<file path="config.mk">
export PLATFORM = sky130hd
export DESIGN_NAME = fetch_decode_stage
export DESIGN_NICKNAME = d
export VERILOG_FILES = /design/src/rtl/fetch_decode_stage.sv
export SDC_FILE = /design/constraint.sdc
export NUM_CORES = 1
export LEC_CHECK = 0
export BUFFER_PORTS_ARGS = -buffer_cell sky130_fd_sc_hd__buf_2
export CORE_ASPECT_RATIO = 1.4
export CORE_MARGIN = 5
export CORE_UTILIZATION = 47
export CTS_CLUSTER_DIAMETER = 40
export DETAILED_ROUTE_END_ITERATION = 12
export PLACE_DENSITY = 0.77
export SYNTH_ARGS = -nofsm -noshare
export SYNTH_HDL_FRONTEND = slang
export SYNTH_SLANG_ARGS = --single-unit
</file>
<file path="constraint.sdc">
create_clock -name Clk -period 2.1 [get_ports Clk]
set_input_delay 0.21 -clock Clk [delete_from_list [all_inputs] [get_ports Clk]]
set_output_delay 0.21 -clock Clk [all_outputs]
set_load 0.005 [all_outputs]
</file>
<file path="src/rtl/fetch_decode_stage.sv">
// Instruction-fetch stage with IF/ID pipeline register.
// Fetches through a single-cycle req/ack port. A word acked while the
// pipeline is stalled is parked in a one-entry skid buffer (HOLD state)
// and delivered to IF/ID once the stall releases.
//
// state | meaning
// FETCH | requesting the word at pc; an ack loads IF/ID or the skid buffer
// HOLD  | skid buffer holds the word for pc; waiting for stall to drop
module fetch_decode_stage #(
  parameter logic [31:0] PC_RESET = 32'h0000_0000
) (
  input  logic        Clk,
  input  logic        Reset,
  input  logic        stall,
  input  logic        redirect,
  input  logic [31:0] redirect_pc,
  output logic        imem_req,
  output logic [31:0] imem_addr,
  input  logic        imem_ack,
  input  logic [31:0] imem_rdata,
  output logic [31:0] pc,
  output logic        id_valid,
  output logic [31:0] id_instr,
  output logic [31:0] id_pc_plus4,
  output logic [5:0]  id_opcode,
  output logic [4:0]  id_rs,
  output logic [4:0]  id_rt,
  output logic [4:0]  id_rd,
  output logic [15:0] id_imm16
);

  typedef enum logic {FETCH = 1'b0, HOLD = 1'b1} state_t;

  localparam logic [31:0] WORD_MASK = 32'hFFFF_FFFC;

  state_t      state_q, state_d;
  logic [31:0] pc_q, pc_d;
  logic        id_valid_q, id_valid_d;
  logic [31:0] id_instr_q, id_instr_d;
  logic [31:0] id_pc4_q, id_pc4_d;
  logic [31:0] skid_q, skid_d;
  logic [31:0] skid_pc4_q, skid_pc4_d;
  logic [31:0] pc_plus4;

  assign pc_plus4 = pc_q + 32'd4;

  // Next-state logic; redirect outranks stall and ack in both states.
  always_comb begin
    state_d    = state_q;
    pc_d       = pc_q;
    id_valid_d = id_valid_q;
    id_instr_d = id_instr_q;
    id_pc4_d   = id_pc4_q;
    skid_d     = skid_q;
    skid_pc4_d = skid_pc4_q;
    imem_req   = (state_q == FETCH);

    if (redirect) begin
      pc_d       = redirect_pc & WORD_MASK;
      id_valid_d = 1'b0;
      id_instr_d = 32'h0;
      skid_d     = 32'h0;
      skid_pc4_d = 32'h0;
      state_d    = FETCH;
    end else begin
      case (state_q)
        FETCH: begin
          if (imem_ack && !stall) begin
            id_instr_d = imem_rdata;
            id_pc4_d   = pc_plus4;
            id_valid_d = 1'b1;
            pc_d       = pc_plus4;
          end else if (imem_ack && stall) begin
            skid_d     = imem_rdata;
            skid_pc4_d = pc_plus4;
            state_d    = HOLD;
          end else if (!stall) begin
            id_valid_d = 1'b0;
            id_instr_d = 32'h0;
          end
        end
        HOLD: begin
          if (!stall) begin
            id_instr_d = skid_q;
            id_pc4_d   = skid_pc4_q;
            id_valid_d = 1'b1;
            pc_d       = pc_plus4;
            state_d    = FETCH;
          end
        end
        default: state_d = FETCH;
      endcase
    end
  end

  // State and pipeline registers with synchronous reset.
  always_ff @(posedge Clk) begin
    if (Reset) begin
      state_q    <= FETCH;
      pc_q       <= PC_RESET & WORD_MASK;
      id_valid_q <= 1'b0;
      id_instr_q <= 32'h0;
      id_pc4_q   <= 32'h0;
      skid_q     <= 32'h0;
      skid_pc4_q <= 32'h0;
    end else begin
      state_q    <= state_d;
      pc_q       <= pc_d;
      id_valid_q <= id_valid_d;
      id_instr_q <= id_instr_d;
      id_pc4_q   <= id_pc4_d;
      skid_q     <= skid_d;
      skid_pc4_q <= skid_pc4_d;
    end
  end

  assign pc          = pc_q;
  assign imem_addr   = pc_q;
  assign id_valid    = id_valid_q;
  assign id_instr    = id_instr_q;
  assign id_pc_plus4 = id_pc4_q;
  assign id_opcode   = id_instr_q[31:26];
  assign id_rs       = id_instr_q[25:21];
  assign id_rt       = id_instr_q[20:16];
  assign id_rd       = id_instr_q[15:11];
  assign id_imm16    = id_instr_q[15:0];

endmodule

</file>
Word level (Yosys, flattened, before mapping)
Cells that the tools add are included.
Operators by class
  add/subtract/negate cells: 1
  equal/unequal tests: 6
  mux-type cells: 20
  bitwise gates (word level): 3
  reduce and logical (&&, ||, !) cells: 9
Operator list (number)
  $mux W32: 8
  $pmux W32 S2: 3
  $add A32 B3 Y32 const B: 1
  $reduce_and A3 Y1: 3
  $mux W1: 7
  $ne A3 B2 Y1 const B: 2
  $ne A3 B3 Y1 const B: 2
  $pmux W1 S2: 2
  $reduce_and A2 Y1: 2
  $not A1 Y1: 3
  $logic_and A1 B1 Y1: 2
  $ne A2 B1 Y1 const B: 1
  $ne A2 B2 Y1 const B: 1
  $reduce_or A2 Y1: 1
  $logic_not A1 Y1: 1
Word-level totals
  register bits: 162
  logic and storage cells: 47

Logic depth before layout (Yosys ltp)
  depth after elaboration: 5
  gate-level depth with buffers: 7
  mapped depth without buffers: 6

Least setup slack after synthesis
OpenSTA, ideal clock, no wires.
  path type: register to register
  from: reg pc_q[2] (netlist: imem_addr[2])
  to: reg skid_pc4_q[24]
  setup time: 0.131 ns
  data arrival time: 2.111 ns
  required time: 1.969 ns
  slack: -0.142 ns
  cell stages (with the launch flop): 8
  buffers on the path: 1
  cell sequence: dfxtp_1 -> ha_1 -> nand3_4 -> or4_1 -> buf_6 -> o31a_2 -> nor3_1 -> nor3_1
Between the ends
  word-level cells in the longest chain between the ends: 1
RTL lines
  start, declared: RTL line 37  | logic [31:0] pc_q, pc_d;
  start signal, assigned: RTL line 100  | pc_q <= PC_RESET & WORD_MASK;
  start signal, assigned: RTL line 108  | pc_q <= pc_d;
  $add A32 B3 Y32: RTL line 45  | assign pc_plus4 = pc_q + 32'd4;
  end signal, assigned: RTL line 113  | skid_pc4_q <= skid_pc4_d;
  end, declared: RTL line 42  | logic [31:0] skid_pc4_q, skid_pc4_d;
Every way passes these cells.
A chain may end at the register's enable or synchronous reset.

Worst setup path after layout
  from: reg pc_q[9] (netlist: imem_addr[9])
  to: reg pc_q[29] (netlist: imem_addr[29])
Between the ends
  word-level cells in the longest chain between the ends: 4
  elaborated cells between the ends (all ways): 5
  classes of those cells: 1 x add/sub; 4 x mux
RTL lines
  $add A32 B3 Y32 *: RTL line 45
  $mux W32, on equally long branches: RTL line 83, 68
  $pmux W32 S2 *: RTL line 66  | case (state_q)
  $mux W32 *: RTL line 58  | if (redirect) begin
Mark *: on every way between the ends. The rest lies on a longest branch, timed or not. The select of a mux whose other input is x is not followed.

==> metrics.md <==
| Metric | Value |
|---|---|
| Status | `complete, no violations` |
| Asr flop ratio synth | `0%` |
| Hold-fix buffer count after cts | `0` |
| Setup TNS | `0 ns` |
| Worst Reg-to-Reg Cells | `5` |
| Flop-to-flop setup slack | `0.06 ns` |
| Filler Cells Inserted | `between 1,000 and 1,500` |
| Leakage Power | `a little over 4 nW` |
| Layout net count | `about 1,200` |
| Final hold vios | `0` |
| Initial antenna violation count | `1` |
| Worst setup EP type | `flop` |
| Synth top area cells | `dfxtp_1 (40%), a21oi_1 (8.7%), buf_4 (7.1%), nand2_1 (7.0%), nor2_1 (4.7%)` |
| Vias per cell | `5.48` |
| Dpl cell area | `8810 um2` |
| Pin count of the biggest net entering global routing | `slightly below 80` |
| Min Tclk post-route | `a little over 2 ns` |
| Arrival time worst endpoint | `2.38 ns` |
| Top sig layer | `met5` |
| Dpl hpwl | `around 16,000 um` |
| Die Wd | `118 um` |
| Synth top cells by count | `dfxtp_1 (156), nand2_1 (144), a21oi_1 (134)` |
| Slowest cell on crit path | `or4b_4` |
| Clock Skew | `between 0.006 and 0.007 ns` |
| Most frequent cell after synthesis | `dfxtp_1` |
| Initial core utilization | `between 40% and 50%` |
| DR WL/cell | `about 16 um` |
| Clock H-tree levels | `4` |
| Final period utilization | `between 90 and 100%` |
| # rows | `55` |
| Met2 Routed Length | `about 11,000 um` |
| Vias in the first global route | `slightly below 7,000` |
| Syn. warnings | `0` |
| Core ar. | `roughly 16,000 um2` |
| #FFs+latches synth | `around 160` |
| FMAX | `~500 MHz` |
| Gate Count Post-Synth | `slightly below 1,000` |
| Tightest Pin Transition | `a little under 0.7 ns` |
| Hold path cells | `3` |
| Maximum vdd drop | `roughly 0.64 mV` |
| Top FF cell, synth | `dfxtp_1` |
| Final ANT Viol Nets | `0` |
| CTS sink count | `about 160` |
| Post-synth top area share | `between 40% and 50%` |
| Routed met3 length | `1510 um` |
| CP Class | `flop to flop` |
| Num ports | `approximately 240` |
| Crit start category | `flop` |
| Hold/Removal Path Class | `input port to flop` |
| CTS tree | `yes` |
| Worst-Skew Late Latency | `about 0.41 ns` |
| Netlist cell types | `63` |
| CP max stage delay | `approximately 0.62 ns` |
| Diode count | `0` |
| Critical Path RT | `roughly 2.4 ns` |
| # DRC | `0` |
| Max-slew violation total from the final report | `0` |
| Pwr/cell area | `~740 nW/um2` |
| M1 wire length | `8830 um` |
| Clk slew on worst S/H paths | `0.06 ns` |
| Post-synth EDFFs | `0` |
| Mean post-synth cell area | `just under 8 um2` |
| Mapped Area | `~7700 um2` |
| Die ar. | `between 15,000 and 20,000 um2` |
| Pre-antenna DRT Iters | `5` |
| Syn-to-layout area delta | `21.9%` |
| Cell Chain, Critical Path | `nand4_1 > or4b_4 > nor3_4 > mux2_2 > nor3_1` |
| Synth area leader | `dfxtp_1` |
| CP max FO | `5` |
| Sequential area share after synthesis | `40.4%` |
| Max-cap violation count | `0` |
| Gr usage total | `22.7%` |
| Clk root buf | `clkbuf_16` |
| Clock tree buffer depth | `2` |
| Routed wire length | `roughly 22,000 um` |
| Port Buffers | `about 230` |
| 1st-iter DRT viols | `about 810` |
| Total congestion overflow | `0` |
| Chip height | `162 um` |
| Slew headroom | `53.5%` |
| RSZ-0062 raised after global routing | `no` |
| Routed via count | `7,452` |
| Final setup viols | `0` |
| Routability cong. | `slightly below 0.9` |
| CTS Buf Count | `17` |
| First-pass GRT wire length | `between 30,000 and 40,000 um` |
| Layout cells sized above 1 | `31.3%` |
| Design area | `around 9400 um2` |
## through the flow
step	instances	total power, mW	util, %	hold WS, ns	setup slack, ns
after floorplan	981	3.74	-	0.346	0.0288
after global placement	1326	4.04	54.5	0.438	0.0512
after detailed placement	1326	4.05	54.5	0.447	0.000490
after CTS	1358	7.02	58.0	0.0155	0.0120
after global routing	1359	7.26	58.2	0.0240	0.00162
final	1359	6.95	58.2	0.0355	0.0562
## placed cells by master, fill, tap and decap left out, types with 3 or more instances in the layout
master	Yosys	final
clkinvlp_4	0	4
o21bai_1	5	4
dfxtp_2	0	3
xnor2_1	26	26
nand2_1	144	143
buf_4	73	65
mux2i_1	5	5
a21oi_1	134	134
buf_2	2	227
nor4_1	3	3
and3_1	12	11
or3_1	4	4
o22ai_1	6	6
nand4_1	15	15
nor2_1	96	96
nor3_1	15	15
a31oi_1	6	6
conb_1	1	6
buf_12	0	5
clkbuf_16	0	17
inv_1	6	6
inv_6	0	5
nand3_1	46	45
a221oi_2	3	3
a221oi_1	5	5
xor2_1	24	24
nor4_4	2	4
o21ai_0	41	40
dfxtp_1	156	152
a211oi_1	28	28
## routing by layer
| layer | vias to the layer above | GRT usage (%) |
|---|---|---|
| li1 | 3629 | - |
| met1 | 3456 | 26.6 |
| met2 | 319 | 39.9 |
| met3 | 46 | 5.09 |
| met4 | 2 | 9.13 |
| met5 | - | 0 |
## cell families (layout without fill, tap and decap cells)
logic type	Yosys count	after routing	share of synthesized area [%]
simple gates	362	362	22.0
compound gates	243	243	18.4
buf+inv	157	336	12.4
flops	156	156	40.4
xor+xnor	50	50	5.67
mux	6	6	0.794
fa+ha+maj	1	1	0.162
other cells	1	6	0.0486
## registers in the layout (all words and copies together) (netlist names)
signal	count
skid_pc4_q	30
skid_q	32
id_instr	32
state_q	1
id_pc_plus4	30
imem_addr	30
id_valid	1
## final cells by class
class,count,area (um2),area share (%)
multi-input cells,668,3720,39.5
repair buffers,297,1720,18.3
well taps,199,249,2.65
clock inverters,14,134,1.42
flip-flops and latches,156,3130,33.3
clock buffers,18,429,4.56
inverters,7,26.3,0.279
## worst paths after layout
| path | start | end |
|---|---|---|
| worst max-delay path | imem_addr[9] | imem_addr[29] |
| worst min register to register | id_pc_plus4[17] | id_pc_plus4[17] |
| worst max register to register | imem_addr[9] | imem_addr[29] |
| worst min-delay path | redirect_pc[2] | imem_addr[2] |
## timing repair
action	CTS	global route
resized for setup	2	5
setup buffers	0	1
endpoints found under the hold margin	0	0
pin swaps	0	5
setup endpoints to repair	2	9
## report_power, final
part | internal [mW] | total (mW) | switching [mW]
clock | 1.65 | 2.95 | 1.30
combinational | 0.355 | 0.853 | 0.499
sequential | 3.06 | 3.14 | 0.0768
## worst max-delay path, delay by kind of cell, from the launching register on
kind / cells / cell delay (ns)
simple gates: 4 / 1.27
mux: 1 / 0.36
flops: 1 / 0.33
Note: power is estimated with default switching activity, not from simulation.
